## config.mk

```make
export PLATFORM = sky130hd
export DESIGN_NAME = zsy_key_entry
export DESIGN_NICKNAME = d
export VERILOG_FILES = /design/src/rtl/zsy_pkg.sv /design/src/rtl/zsy_debounce.sv /design/src/rtl/zsy_key_entry.sv
export SDC_FILE = /design/constraint.sdc
export NUM_CORES = 1
export LEC_CHECK = 0
export ABC_CLOCK_PERIOD_IN_PS = 2400
export CAP_MARGIN = 10
export CORE_MARGIN = 10
export CORE_UTILIZATION = 57
export DETAILED_ROUTE_END_ITERATION = 6
export DONT_BUFFER_PORTS = 1
export PLACE_DENSITY = 0.72
export SYNTH_ARGS = -nofsm -noshare
export SYNTH_HDL_FRONTEND = slang
export SYNTH_SLANG_ARGS = --single-unit
```

## constraint.sdc

```tcl
create_clock -name CP -period 2.4 [get_ports CP]
set_input_delay 0.12 -clock CP [delete_from_list [all_inputs] [get_ports CP]]
set_output_delay 0.12 -clock CP [all_outputs]
set_load 0.03 [all_outputs]
```

## src/rtl/zsy_pkg.sv

```systemverilog
// rtl/zsy_pkg.sv - shared types and constants for the key-entry block
//
// Purpose:
//   Holds the operand-select FSM encoding, the operand width, the wrap
//   limits for the decimal and hex builds, the per-cycle press-event
//   bundle and the operand increment helper.
//
// Ports: none (package).
// Configuration macro used by importers: ZSY_HEX_EN (hex operands 0..15).

package zsy_pkg;

  // Operand width and the largest value an operand may hold per build.
  localparam int OPW = 4;
  localparam logic [OPW-1:0] DEC_MAX = 4'd9;
  localparam logic [OPW-1:0] HEX_MAX = 4'd15;

  typedef logic [OPW-1:0] operand_t;

  // Which operand the INC key currently targets.
  typedef enum logic {
    S_A = 1'b0,
    S_B = 1'b1
  } state_t;

  // One-cycle press events from the three debouncers.
  typedef struct packed {
    logic inc;
    logic sel;
    logic clr;
  } press_t;

  // Increment with wrap to zero once the build's limit has been reached.
  // Using >= keeps the digit legal even if it were ever above the limit.
  function automatic operand_t wrap_inc(input operand_t value, input operand_t limit);
    if (value >= limit) begin
      return '0;
    end
    return value + operand_t'(1);
  endfunction

endpackage

```

## src/rtl/zsy_debounce.sv

```systemverilog
// rtl/zsy_debounce.sv - key synchronizer, debouncer and press-pulse generator
//
// Purpose:
//   Brings one raw asynchronous button into the clock domain through a
//   two-flop synchronizer, filters it with a stability counter and emits a
//   single-cycle registered pulse on each debounced rising edge.
//
// Ports:
//   clk    in   system clock, rising edge
//   rst_n  in   asynchronous active-low reset
//   key    in   raw active-high button
//   press  out  one-cycle pulse per debounced press (registered)
//
// Parameters:
//   DEB_CYCLES  consecutive stable synchronized cycles required (2..65535)

module zsy_debounce #(
  parameter int DEB_CYCLES = 16
) (
  input  logic clk,
  input  logic rst_n,
  input  logic key,
  output logic press
);

  // The counter reaches DEB_CYCLES-1 on the last differing cycle, at which
  // point the level flips; 16 bits cover the largest legal setting.
  localparam logic [15:0] CNT_LAST = 16'(DEB_CYCLES - 1);

  logic        sync1;
  logic        sync2;
  logic        level;
  logic        level_d;
  logic [15:0] cnt;

  always_ff @(posedge clk or negedge rst_n) begin
    if (!rst_n) begin
      sync1   <= 1'b0;
      sync2   <= 1'b0;
      level   <= 1'b0;
      level_d <= 1'b0;
      cnt     <= '0;
      press   <= 1'b0;
    end else begin
      sync1   <= key;
      sync2   <= sync1;
      level_d <= level;
      // Rising edge of the debounced level only; release is silent and a
      // held key cannot retrigger because level stays high.
      press   <= level & ~level_d;

      if (sync2 != level) begin
        if (cnt == CNT_LAST) begin
          level <= sync2;
          cnt   <= '0;
        end else begin
          cnt <= cnt + 16'd1;
        end
      end else begin
        // Any return to the current level is a bounce: start over.
        cnt <= '0;
      end
    end
  end

endmodule

```

## src/rtl/zsy_key_entry.sv

```systemverilog
// rtl/zsy_key_entry.sv - three-button operand entry (A/B digits, select, clear)
//
// Purpose:
//   Debounces the INC, SEL and CLR buttons and maintains two operand
//   digits plus an operand-select FSM. INC bumps the selected digit with
//   wrap, SEL toggles the selection, CLR zeroes everything. UPD pulses for
//   one cycle after every applied press.
//
// Ports:
//   CP       in   system clock, rising edge
//   MR       in   asynchronous active-low reset
//   KEY_INC  in   raw increment button
//   KEY_SEL  in   raw operand-select button
//   KEY_CLR  in   raw clear button
//   A        out  operand A (registered)
//   B        out  operand B (registered)
//   SEL      out  selected operand, 0 = A, 1 = B (registered)
//   UPD      out  one-cycle pulse the cycle after A/B/SEL change (registered)
//
// Parameters:
//   DEB_CYCLES  debounce stability length in cycles (2..65535)
//
// Configuration macro:
//   ZSY_HEX_EN  defined: operands count 0..15; undefined: 0..9 (BCD)

module zsy_key_entry
  import zsy_pkg::*;
#(
  parameter int DEB_CYCLES = 16
) (
  input  logic           CP,
  input  logic           MR,
  input  logic           KEY_INC,
  input  logic           KEY_SEL,
  input  logic           KEY_CLR,
  output logic [OPW-1:0] A,
  output logic [OPW-1:0] B,
  output logic           SEL,
  output logic           UPD
);

`ifdef ZSY_HEX_EN
  localparam operand_t OP_LIMIT = HEX_MAX;
`else
  localparam operand_t OP_LIMIT = DEC_MAX;
`endif

  logic     inc_press;
  logic     sel_press;
  logic     clr_press;
  press_t   ev;

  state_t   state;
  state_t   state_nx;
  operand_t a_q;
  operand_t a_nx;
  operand_t b_q;
  operand_t b_nx;
  logic     pend_q;
  logic     pend_nx;
  logic     upd_q;

  zsy_debounce #(.DEB_CYCLES(DEB_CYCLES)) u_deb_inc (
    .clk   (CP),
    .rst_n (MR),
    .key   (KEY_INC),
    .press (inc_press)
  );

  zsy_debounce #(.DEB_CYCLES(DEB_CYCLES)) u_deb_sel (
    .clk   (CP),
    .rst_n (MR),
    .key   (KEY_SEL),
    .press (sel_press)
  );

  zsy_debounce #(.DEB_CYCLES(DEB_CYCLES)) u_deb_clr (
    .clk   (CP),
    .rst_n (MR),
    .key   (KEY_CLR),
    .press (clr_press)
  );

  assign ev = '{inc: inc_press, sel: sel_press, clr: clr_press};

  // FSM state register.
  always_ff @(posedge CP or negedge MR) begin
    if (!MR) begin
      state <= S_A;
    end else begin
      state <= state_nx;
    end
  end

  // Next state, next operands and the "something was applied" flag.
  // CLR wins outright. INC and SEL together: INC uses the current
  // selection, so the pre-toggle operand is the one that moves.
  always_comb begin
    state_nx = state;
    a_nx     = a_q;
    b_nx     = b_q;
    pend_nx  = 1'b0;

    if (ev.clr) begin
      state_nx = S_A;
      a_nx     = '0;
      b_nx     = '0;
      pend_nx  = 1'b1;
    end else begin
      if (ev.inc) begin
        if (state == S_A) begin
          a_nx = wrap_inc(a_q, OP_LIMIT);
        end else begin
          b_nx = wrap_inc(b_q, OP_LIMIT);
        end
        pend_nx = 1'b1;
      end
      if (ev.sel) begin
        state_nx = (state == S_A) ? S_B : S_A;
        pend_nx  = 1'b1;
      end
    end
  end

  // Operand registers and the update pulse. pend_q marks the cycle in
  // which the new values first appear; UPD follows one cycle later so it
  // is asserted while the display already sees stable values. CLR always
  // sets pend, so UPD fires even when nothing visibly changed.
  always_ff @(posedge CP or negedge MR) begin
    if (!MR) begin
      a_q    <= '0;
      b_q    <= '0;
      pend_q <= 1'b0;
      upd_q  <= 1'b0;
    end else begin
      a_q    <= a_nx;
      b_q    <= b_nx;
      pend_q <= pend_nx;
      upd_q  <= pend_q;
    end
  end

  assign A   = a_q;
  assign B   = b_q;
  assign SEL = (state == S_B);
  assign UPD = upd_q;

endmodule

```

==> flow_summary.json, run 1 <==
{
  "synth_seq_cells": 74,
  "worst_skew_pair.late_latency_ps": 350,
  "placementRows": 27,
  "cts_setup_buffers": 0,
  "initial_core_util": 0.597,
  "slew_viol_final": 0,
  "fp.coreArea_mm2": 0.00561,
  "synth_ff_type": "sky130_fd_sc_hd__dfrtp_1",
  "reg2reg_to": "B[2]$_DFFE_PN0P_",
  "postCtsResizedCells": 0,
  "layout.area.seq_mm2": 0.00185,
  "synth_simple_gate_area_frac": 0.242,
  "postSynthAreaPerCell_um2": 10.5,
  "final.fill_count": 450,
  "total_power_mw": 2.42,
  "setup.worst_path.class": "register to register",
  "actual_transition_at_the_worst_max_transition_pin_ps": 519,
  "timing.setup.tns_ps": 0,
  "synth_fp_nets": 332,
  "multi_input_comb_area_mm2": 0.00144,
  "power.leakage_nw": 1.60,
  "grt_overflow_total": 0,
  "max_clock_freq_mhz": 528,
  "grt_pass1_wl_um": 10100,
  "count_of_cells_along_the_worst_register_to_register_path": 6,
  "stdcell_area_mm2": 0.00371,
  "globalplace.congestion": 0.791,
  "synth_edf_count": 0,
  "routed-via-count": 2227,
  "cp_arrival_ps": 2170,
  "post_synth_num_cell_types": 35,
  "detailedRoute.firstIterationViolations": 110,
  "post_synth_mux_area_share": 0.0131,
  "io_buffer_count": 0,
  "holdWs_ps": 320,
  "timing.reg2reg.setup_slack_ps": 500,
  "compound_gate_portion_of_the_synthesized_area": 0.0205,
  "globalRouteTotalUtil": 0.127,
  "setup_slack_after_layout_ps": 504,
  "ctsHtreeMaxLevel": 3,
  "finalNetCount": 344,
  "design.portCount": 15,
  "detailedRoute.firstPassIterationCount": 4,
  "placement.setup.worst_slack_ps": 524,
  "final_hpwl_from_detailed_placement_um": 3690,
  "cts_tree": "built",
  "worstPathCellList": "inv_1 -> ha_1 -> or3b_2 -> a21oi_1 -> nand3b_1 -> a21oi_1",
  "synth_xor_xnor_area_share": 0.120,
  "clkTransAtPathRegs_ps": 80,
  "post_synth_fa_ha_maj_area_fraction": 0.0336,
  "finalClockSkew_ps": 10.5,
  "required_ps": 2670,
  "placedCellCount": 386,
  "setup_violations": 0,
  "drv_cap": 0,
  "combinational_family_with_the_most_area_after_synthesis": "simple AND/OR/NAND/NOR gates",
  "final_cycle_utilization_of_the_critical_path": 0.790,
  "detailed_place.area_mm2": 0.00342,
  "fp.dieH_um": 96.7,
  "first_global_vias": 2160,
  "utilization": 0.662,
  "syn_to_final_growth_pct": 10.8,
  "cts_root_buffer": "sky130_fd_sc_hd__clkbuf_8",
  "critical-path-slowest-cell": "sky130_fd_sc_hd__dfrtp_1",
  "post_route_cells_drive_above_1_share": 0.0806,
  "final_cell_count_no_fill": 407,
  "slew_headroom": 0.653,
  "worst_setup_path_end_kind": "register",
  "totalWireLength_um": 5660,
  "remaining_drc_errors": 0,
  "routed_via_density": 5.47,
  "vdd_drop_max_mv": 0.456,
  "numCtsBuffers": 9,
  "grt_max_degree": 75,
  "num_antenna_cells": 0,
  "critical_path.max_stage_delay_ps": 580,
  "syn_area_mm2": 0.00335,
  "cts.sink_count": 74,
  "syn-instance-count": 318,
  "finalWorstPathRequiredPeriod_ps": 1900,
  "design.die.area_mm2": 0.00934,
  "finalHoldViolCount": 0,
  "wire_length_per_cell_after_detailed_routing_um": 13.9,
  "start_kind": "register",
  "run_status": "finished clean",
  "clockBufferDepth": 2,
  "crit_path_top_cell_by_count": "sky130_fd_sc_hd__a21oi_1",
  "worst-path-buf-inv": 1,
  "synth_async_sr_flop_share": 1.00,
  "synth-warning-count": 0,
  "grt_setup_unrepaired": "no",
  "fp.dieW_um": 96.7,
  "crit_fanout": 5,
  "r2r-start": "B[1]$_DFFE_PN0P_",
  "yosysSeqAreaShare": 0.553,
  "antenna_found_initial": 0,
  "powerDensity_mw_per_mm2": 653,
  "class_of_the_worst_hold_path": "input pin to async pin",
  "path_delay_family": "flip-flops",
  "antenna_violating_nets_post_route": 0
}
## how the worst max path moves through the flow
stage	cells after the start	slack [ps]	end	from
finish	6	500	B[2]$_DFFE_PN0P_	B[1]$_DFFE_PN0P_
global route	6	320	B[2]$_DFFE_PN0P_	B[1]$_DFFE_PN0P_
CTS	6	510	B[2]$_DFFE_PN0P_	B[1]$_DFFE_PN0P_
detailed placement	6	520	B[2]$_DFFE_PN0P_	B[1]$_DFFE_PN0P_
global placement	6	580	B[2]$_DFFE_PN0P_	B[1]$_DFFE_PN0P_
floorplan	6	650	B[2]$_DFFE_PN0P_	B[1]$_DFFE_PN0P_
## final cells by class
cell class | count | share of cell area
Sequential cell | 74 | 0.499
Multi-Input combinational cell | 230 | 0.388
Clock buffer | 9 | 0.0334
Clock inverter | 7 | 0.0273
Tap cell | 72 | 0.0243
Timing Repair Buffer | 5 | 0.0182
Inverter | 10 | 0.0101
## sequential cells by signal (all words and copies together), names as in the netlist
register	count
u_deb_inc.level_d	1
u_deb_clr.level	1
u_deb_clr.cnt	16
pend_q	1
u_deb_inc.press	1
u_deb_inc.level	1
SEL	1
u_deb_clr.level_d	1
u_deb_sel.level_d	1
u_deb_sel.sync2	1
u_deb_clr.press	1
UPD	1
u_deb_clr.sync2	1
u_deb_sel.press	1
u_deb_inc.sync1	1
u_deb_sel.cnt	16
A	4
B	4
u_deb_sel.level	1
u_deb_sel.sync1	1
u_deb_inc.sync2	1
u_deb_inc.cnt	16
u_deb_clr.sync1	1
## worst register-to-register path, stage by stage, from the launching register on
cell and delay [ps]:
sky130_fd_sc_hd__dfrtp_1 580, sky130_fd_sc_hd__inv_1 120, sky130_fd_sc_hd__ha_1 210, sky130_fd_sc_hd__or3b_2 430
sky130_fd_sc_hd__a21oi_1 250, sky130_fd_sc_hd__nand3b_1 110, sky130_fd_sc_hd__a21oi_1 120
## cell families after synthesis
| logic type | after synthesis |
|---|---|
| DFF | 74 |
| buffers and inverters | 14 |
| muxes | 4 |
| adders and majority gates | 9 |
| AOI/OAI and AO/OA | 12 |
| xor gates and xnor gates | 46 |
| and+or+nand+nor | 159 |
## where the power goes
part           switching [mW]  internal (mW)
clock                   0.476          0.592
sequential             0.0206           1.26
combinational          0.0484         0.0237
## Yosys cell counts, types with 5 or more instances
cell                      instances  share of area
sky130_fd_sc_hd__a21oi_1          6         0.0090
sky130_fd_sc_hd__and3_1           5         0.0093
sky130_fd_sc_hd__dfrtp_1         74           0.55
sky130_fd_sc_hd__ha_1             9          0.034
sky130_fd_sc_hd__inv_1           10          0.011
sky130_fd_sc_hd__nand2_1         17          0.019
sky130_fd_sc_hd__nand3_1         15          0.022
sky130_fd_sc_hd__nand4_1         12          0.022
sky130_fd_sc_hd__nor2_1          60          0.067
sky130_fd_sc_hd__nor2b_1          5         0.0093
sky130_fd_sc_hd__nor3_1          11          0.016
sky130_fd_sc_hd__nor4_1          20          0.037
sky130_fd_sc_hd__xnor2_1         38          0.099
sky130_fd_sc_hd__xor2_1           8          0.021
## routing by layer
metal,global-route usage,share of wire,wire (um),vias up
met5,0,0,0,-
met4,0.0744,0.024,138,0
met3,0.0369,0.037,211,12
met2,0.183,0.44,2500,33
met1,0.165,0.50,2810,1066
li1,-,-,-,1116
## cells in the final DEF, fill, tap and decap left out, drive strengths merged, types with 2 or more instances in the layout
| cell type | instances |
|---|---|
| bufinv | 2 |
| nor2 | 62 |
| inv | 11 |
| dfrtp | 74 |
| nor2b | 5 |
| mux2 | 3 |
| xor2 | 8 |
| nand3 | 16 |
| o21ai | 3 |
| ha | 9 |
| clkbuf | 9 |
| nand4 | 14 |
| a21oi | 6 |
| nand2 | 17 |
| xnor2 | 38 |
| and3 | 5 |
| dlygate4sd3 | 4 |
| nor3b | 2 |
| clkinvlp | 2 |
| nor4 | 21 |
| clkinv | 2 |
| nor3 | 11 |
## what timing repair did
action,4_1_cts,5_1_grt
setup endpoints to repair,0,0
hold endpoints to repair,77,0
hold buffers,5,0
Note: power is estimated with default switching activity, not from simulation.
==> run 2: changes to the inputs <==
--- a/config.mk
+++ b/config.mk
@@ -5,7 +5,8 @@
 export SDC_FILE = /design/constraint.sdc
 export NUM_CORES = 1
 export LEC_CHECK = 0
-export ABC_CLOCK_PERIOD_IN_PS = 2400
+export ABC_AREA = 1
+export ABC_CLOCK_PERIOD_IN_PS = 1900
 export CAP_MARGIN = 10
 export CORE_MARGIN = 10
 export CORE_UTILIZATION = 57
==> constraint.sdc (replaced) <==
create_clock -name CP -period 1.9 [get_ports CP]
set_input_delay 0.095 -clock CP [delete_from_list [all_inputs] [get_ports CP]]
set_output_delay 0.095 -clock CP [all_outputs]
set_load 0.03 [all_outputs]
==> flow_summary.json, run 2 <==
{
  "setup_violations": 0,
  "yosysTopAreaCellShare": 0.498,
  "final_hpwl_from_detailed_placement_um": 4870,
  "design.portCount": 15,
  "grt_max_degree": 75,
  "synth_fp_nets": 487,
  "syn_to_final_growth_pct": 8.95,
  "clkTransAtPathRegs_ps": 70,
  "final_cycle_utilization_of_the_critical_path": 0.786,
  "detailedRoute.firstPassIterationCount": 4,
  "synth_ff_type": "sky130_fd_sc_hd__dfrtp_1",
  "routed-via-count": 2916,
  "class_of_the_worst_hold_path": "input pin to async pin",
  "antenna_violating_nets_post_route": 0,
  "finalClockSkew_ps": 6.24,
  "run_status": "finished clean",
  "cp_arrival_ps": 1750,
  "fp.dieH_um": 101,
  "cts_tree": "built",
  "grt_pass1_wl_um": 12200,
  "routed_via_density": 5.14,
  "placedCellCount": 547,
  "slew_headroom": 0.695,
  "slew_viol_final": 0,
  "layout_common_cells": "112 x sky130_fd_sc_hd__nand2_1, 111 x sky130_fd_sc_hd__nor2_1, 74 x sky130_fd_sc_hd__dfrtp_1, 54 x sky130_fd_sc_hd__inv_1, 24 x sky130_fd_sc_hd__nand3_1",
  "setup_slack_after_layout_ps": 407,
  "synth_edf_count": 0,
  "synth_async_sr_flop_share": 1.00,
  "cts_root_buffer": "sky130_fd_sc_hd__clkbuf_8",
  "first_global_vias": 2835,
  "detailedRoute.firstIterationViolations": 71,
  "post_route_cells_drive_above_1_share": 0.0592,
  "remaining_drc_errors": 0,
  "postSynthAreaPerCell_um2": 7.86,
  "design.die.area_mm2": 0.0102,
  "synth_top_cells_by_count": "112 x sky130_fd_sc_hd__nand2_1, 111 x sky130_fd_sc_hd__nor2_1, 74 x sky130_fd_sc_hd__dfrtp_1",
  "total_power_mw": 2.87,
  "antenna_found_initial": 0,
  "io_buffer_count": 0,
  "worst_setup_path_end_kind": "register",
  "setup.worst_path.class": "register to register",
  "numCtsBuffers": 9,
  "globalRouteTotalUtil": 0.144,
  "actual_transition_at_the_worst_max_transition_pin_ps": 458,
  "start_kind": "register",
  "reg_top3": "u_deb_clr.cnt (16), u_deb_inc.cnt (16), u_deb_sel.cnt (16)",
  "cts.sink_count": 74,
  "max_clock_freq_mhz": 670,
  "syn-instance-count": 473,
  "finalNetCount": 500,
  "initial_core_util": 0.586,
  "finalWorstPathRequiredPeriod_ps": 1490,
  "finalHoldViolCount": 0,
  "wire_length_per_cell_after_detailed_routing_um": 11.7,
  "required_ps": 2160,
  "final_cell_count_no_fill": 567,
  "powerDensity_mw_per_mm2": 707,
  "placementRows": 29,
  "synth_top_area_cell": "sky130_fd_sc_hd__dfrtp_1",
  "globalplace.congestion": 0.871,
  "power.leakage_nw": 1.82,
  "postCtsResizedCells": 0,
  "ctsHtreeMaxLevel": 3,
  "totalWireLength_um": 6620,
  "final_common_cell": "sky130_fd_sc_hd__nand2_1",
  "num_antenna_cells": 0,
  "grt_setup_unrepaired": "no",
  "worst_skew_pair.late_latency_ps": 340,
  "syn_area_mm2": 0.00372,
  "fp.dieW_um": 101,
  "drv_cap": 0,
  "grt_overflow_total": 0,
  "post-synth-top-count-cell": "sky130_fd_sc_hd__nand2_1",
  "vdd_drop_max_mv": 0.569,
  "yosysSeqAreaShare": 0.498,
  "synth_seq_cells": 74,
  "post_synth_num_cell_types": 22,
  "timing.setup.tns_ps": 0,
  "fp.coreArea_mm2": 0.00635,
  "holdWs_ps": 289,
  "crit_fanout": 4,
  "clockBufferDepth": 2,
  "synth-warning-count": 0,
  "placement.setup.worst_slack_ps": 389,
  "synth_top_cells_by_area": "sky130_fd_sc_hd__dfrtp_1 50%, sky130_fd_sc_hd__nand2_1 11%, sky130_fd_sc_hd__nor2_1 11%"
}
[run 2: cell types whose count changed after synthesis, sizes merged, moves of 3 or more]
cell,delta
nand3,+12
o21bai,+3
nor2b,-5
inv,+44
mux2,-3
xnor2,-35
nor4,-21
nand4,+5
nor3,-8
xor2,+8
o21ai,+15
nand2,+98
and3,-5
nor2,+55
[run 2: final timing paths]
check / slack (ps) / startpoint / cells after the start / to
worst max register to register: 410 / B[1]$_DFFE_PN0P_ / 6 / B[0]$_DFFE_PN0P_
max in group asynchronous: 1320 / MR / 2 / u_deb_sel.cnt[15]$_DFF_PN0_
worst min register to register: 350 / u_deb_sel.sync1$_DFF_PN0_ / 0 / u_deb_sel.sync2$_DFF_PN0_
worst min-delay path: 290 / MR / 2 / u_deb_clr.cnt[8]$_DFF_PN0_
worst max-delay path: 410 / B[1]$_DFFE_PN0P_ / 6 / B[0]$_DFFE_PN0P_
min in group CP: 310 / KEY_SEL / 1 / u_deb_sel.sync1$_DFF_PN0_
[run 2: what timing repair did]
action                     4_1_cts  5_1_grt
hold endpoints to repair        77        0
hold buffers                     5        0
buffers inserted                 0        0
setup endpoints to repair        0        0
[run 2: per-stage QoR]
| stage | cell area [um2] | util |
|---|---|---|
| floorplan | 3720 | - |
| global placement | 3800 | 0.599 |
| detailed placement | 3800 | 0.599 |
| CTS | 4050 | 0.638 |
| global route | 4050 | 0.638 |
| finish | 4050 | 0.638 |
[run 2: worst max-delay path: stages, from the launching register on]
cell and delay, ps:
sky130_fd_sc_hd__dfrtp_1 560, sky130_fd_sc_hd__inv_1 140, sky130_fd_sc_hd__ha_1 200, sky130_fd_sc_hd__nand3b_1 160, sky130_fd_sc_hd__nand2_1 80, sky130_fd_sc_hd__nand3_1 110
sky130_fd_sc_hd__o21ai_0 160
[run 2: cells by family after synthesis]
| group | count (synthesis) | share of synthesized area |
|---|---|---|
| AO/OA/AOI/OAI | 28 | 0.0400 |
| AND/OR/NAND/NOR | 286 | 0.329 |
| flip-flops | 74 | 0.498 |
| buffers and inverters | 57 | 0.0585 |
| XOR/XNOR | 19 | 0.0447 |
| adder cells (fa/ha/maj) | 9 | 0.0303 |
[run 2: power breakdown]
group | leakage [nW] | switching (mW) | internal, mW | total (mW)
Sequential | 1.01 | 0.0257 | 1.60 | 1.62
Clock | 0.0921 | 0.547 | 0.597 | 1.14
Combinational | 0.714 | 0.0667 | 0.0312 | 0.0979
Total | 1.82 | 0.639 | 2.23 | 2.87
[run 2: per-layer routing]
metal	vias to the layer above	wire [um]	part of all wire	GRT usage
li1	1511	-	-	-
met1	1352	3200	0.48	0.182
met2	39	3020	0.46	0.224
met3	14	263	0.040	0.0357
met4	0	132	0.020	0.0717
met5	-	0	0	0
[run 2: layout make-up]
cell class / count / area, um2
multi-input combinational: 342 / 1650
clock inverter: 5 / 56.3
timing repair buffer: 5 / 67.6
tap: 77 / 96.3
fill: 541 / 2300
clock buffer: 10 / 128
inverter: 54 / 203
sequential: 74 / 1850
==> run 3: changes to the inputs <==
--- a/config.mk
+++ b/config.mk
@@ -5,8 +5,8 @@
 export SDC_FILE = /design/constraint.sdc
 export NUM_CORES = 1
 export LEC_CHECK = 0
-export ABC_AREA = 1
-export ABC_CLOCK_PERIOD_IN_PS = 1900
+export ABC_AREA = 0
+export ABC_CLOCK_PERIOD_IN_PS = 1500
 export CAP_MARGIN = 10
 export CORE_MARGIN = 10
 export CORE_UTILIZATION = 57
==> constraint.sdc (replaced) <==
create_clock -name CP -period 1.5 [get_ports CP]
set_input_delay 0.075 -clock CP [delete_from_list [all_inputs] [get_ports CP]]
set_output_delay 0.075 -clock CP [all_outputs]
set_load 0.03 [all_outputs]
==> flow_summary.json, run 3 (synthesis gave the netlist of run 1 again) <==
{
  "run_status": "finished, violations left",
  "failed_checks": "hold timing, setup timing",
  "setup.worst_path.class": "register to register",
  "clkTransAtPathRegs_ps": 80,
  "class_of_the_worst_hold_path": "input pin to async pin",
  "grt_pass1_wl_um": 10800,
  "drv_cap": 0,
  "crit_fanout": 8,
  "initial_core_util": 0.597,
  "fp.dieH_um": 96.7,
  "grt_overflow_total": 0,
  "timing.setup.tns_ps": -555,
  "actual_transition_at_the_worst_max_transition_pin_ps": 382,
  "start_kind": "register",
  "setup_slack_after_layout_ps": -48.7,
  "required_ps": 1740,
  "final_common_cell": "sky130_fd_sc_hd__dfrtp_1",
  "powerDensity_mw_per_mm2": 947,
  "fp.dieW_um": 96.7,
  "remaining_drc_errors": 0,
  "slew_viol_final": 0,
  "routed-via-count": 2441,
  "setup_violations": 17,
  "count_of_cells_along_the_worst_register_to_register_path": 5,
  "ctsHtreeMaxLevel": 3,
  "detailedRoute.firstPassIterationCount": 4,
  "io_buffer_count": 0,
  "finalNetCount": 376,
  "first_global_vias": 2318,
  "worst_skew_pair.late_latency_ps": 360,
  "max_clock_freq_mhz": 646,
  "antenna_violating_nets_post_route": 0,
  "totalWireLength_um": 6580,
  "power.leakage_nw": 1.75,
  "grt_setup_unrepaired": "yes",
  "layout_common_cells": "70 x sky130_fd_sc_hd__dfrtp_1, 60 x sky130_fd_sc_hd__nor2_1, 38 x sky130_fd_sc_hd__xnor2_1, 32 x sky130_fd_sc_hd__buf_4, 16 x sky130_fd_sc_hd__nand2_1",
  "finalWorstPathRequiredPeriod_ps": 1550,
  "design.portCount": 15,
  "antenna_found_initial": 0,
  "num_antenna_cells": 0,
  "clockBufferDepth": 2,
  "cts_tree": "built",
  "holdWs_ps": -594,
  "placement.setup.worst_slack_ps": 3.87,
  "slew_headroom": 0.743,
  "finalHoldViolCount": 74,
  "fp.coreArea_mm2": 0.00561,
  "numCtsBuffers": 9,
  "syn_to_final_growth_pct": 22.7,
  "cts.sink_count": 74,
  "final.fill_count": 388,
  "finalClockSkew_ps": 9.71,
  "reg_top3": "u_deb_clr.cnt (16), u_deb_inc.cnt (16), u_deb_sel.cnt (16)",
  "final_cycle_utilization_of_the_critical_path": 1.03,
  "globalplace.congestion": 0.864,
  "worst_setup_path_end_kind": "register",
  "placementRows": 27,
  "final_hpwl_from_detailed_placement_um": 4090,
  "grt_max_degree": 75,
  "cts.hold.buffers_added": 3,
  "cp_arrival_ps": 1790,
  "design.die.area_mm2": 0.00934,
  "post_route_cells_drive_above_1_share": 0.243,
  "detailedRoute.firstIterationViolations": 120,
  "globalRouteTotalUtil": 0.135,
  "vdd_drop_max_mv": 0.788,
  "cts_root_buffer": "sky130_fd_sc_hd__clkbuf_8",
  "wire_length_per_cell_after_detailed_routing_um": 15.0,
  "routed_via_density": 5.56
}
run 3: cell count changes in the layout (fill, tap and decap cells not counted), sizes merged, moves of 15 or more:
cell,previous run,this run
nor2,117,62
inv,54,11
nor4,0,21
buf,1,34
xnor2,3,38
nand2,115,17
o21ai,18,3
run 3: stage by stage:
stage	cell area, um2	util	total power [mW]	instances
floorplan	3360	-	2.14	318
global placement	3660	0.652	2.18	416
detailed placement	3660	0.652	2.18	416
CTS	3910	0.697	3.88	435
global route	4110	0.733	4.06	439
finish	4110	0.733	3.89	439
run 3: critical path: stages (launching register included):
cell                      delay [ps]
sky130_fd_sc_hd__dfrtp_1         450
sky130_fd_sc_hd__nor4_1          360
sky130_fd_sc_hd__nand4_1         250
sky130_fd_sc_hd__nand2_1         160
sky130_fd_sc_hd__buf_4           160
sky130_fd_sc_hd__nor2_1           60
run 3: area by class of cell:
class	count	area [um2]	share of cell area
multi-input cells	230	1610	0.393
repair buffers	37	293	0.0712
flip-flops and latches	74	1860	0.452
inverters	10	40.0	0.00974
well taps	72	90.1	0.0219
clock inverters	6	90.1	0.0219
clock buffers	10	128	0.0310
run 3: worst paths after layout:
check                      slack [ps]                          end                  startpoint
min in group CP                   270    u_deb_clr.sync1$_DFF_PN0_                     KEY_CLR
setup / recovery                  -50  u_deb_clr.cnt[11]$_DFF_PN0_  u_deb_clr.cnt[6]$_DFF_PN0_
hold / removal                   -590  u_deb_inc.cnt[14]$_DFF_PN0_                          MR
max in group asynchronous        1980             A[1]$_DFFE_PN0P_                          MR
hold reg to reg                   350    u_deb_sel.sync2$_DFF_PN0_   u_deb_sel.sync1$_DFF_PN0_
setup reg to reg                  -50  u_deb_clr.cnt[11]$_DFF_PN0_  u_deb_clr.cnt[6]$_DFF_PN0_
run 3: where the power goes:
group,switching [mW],internal [mW],total (mW),leakage [nW]
registers,0.0333,2.02,2.06,1.01
logic,0.0583,0.0584,0.117,0.638
clock network,0.778,0.943,1.72,0.107
run 3: routing by layer:
metal  share of wire  wire length [um]  track usage  vias up
li1                -                 -            -     1181
met1            0.47              3090        0.177     1197
met2            0.47              3070        0.194       52
met3           0.048               315       0.0483       11
met4           0.014                95       0.0586        0
met5               0                 0            0        -
run 3: what timing repair did:
item	in CTS	in global routing
pin swaps	0	14
hold endpoints to repair	77	74
buffers inserted	0	4
endpoints found under the setup margin	1	53
resized for setup	1	31
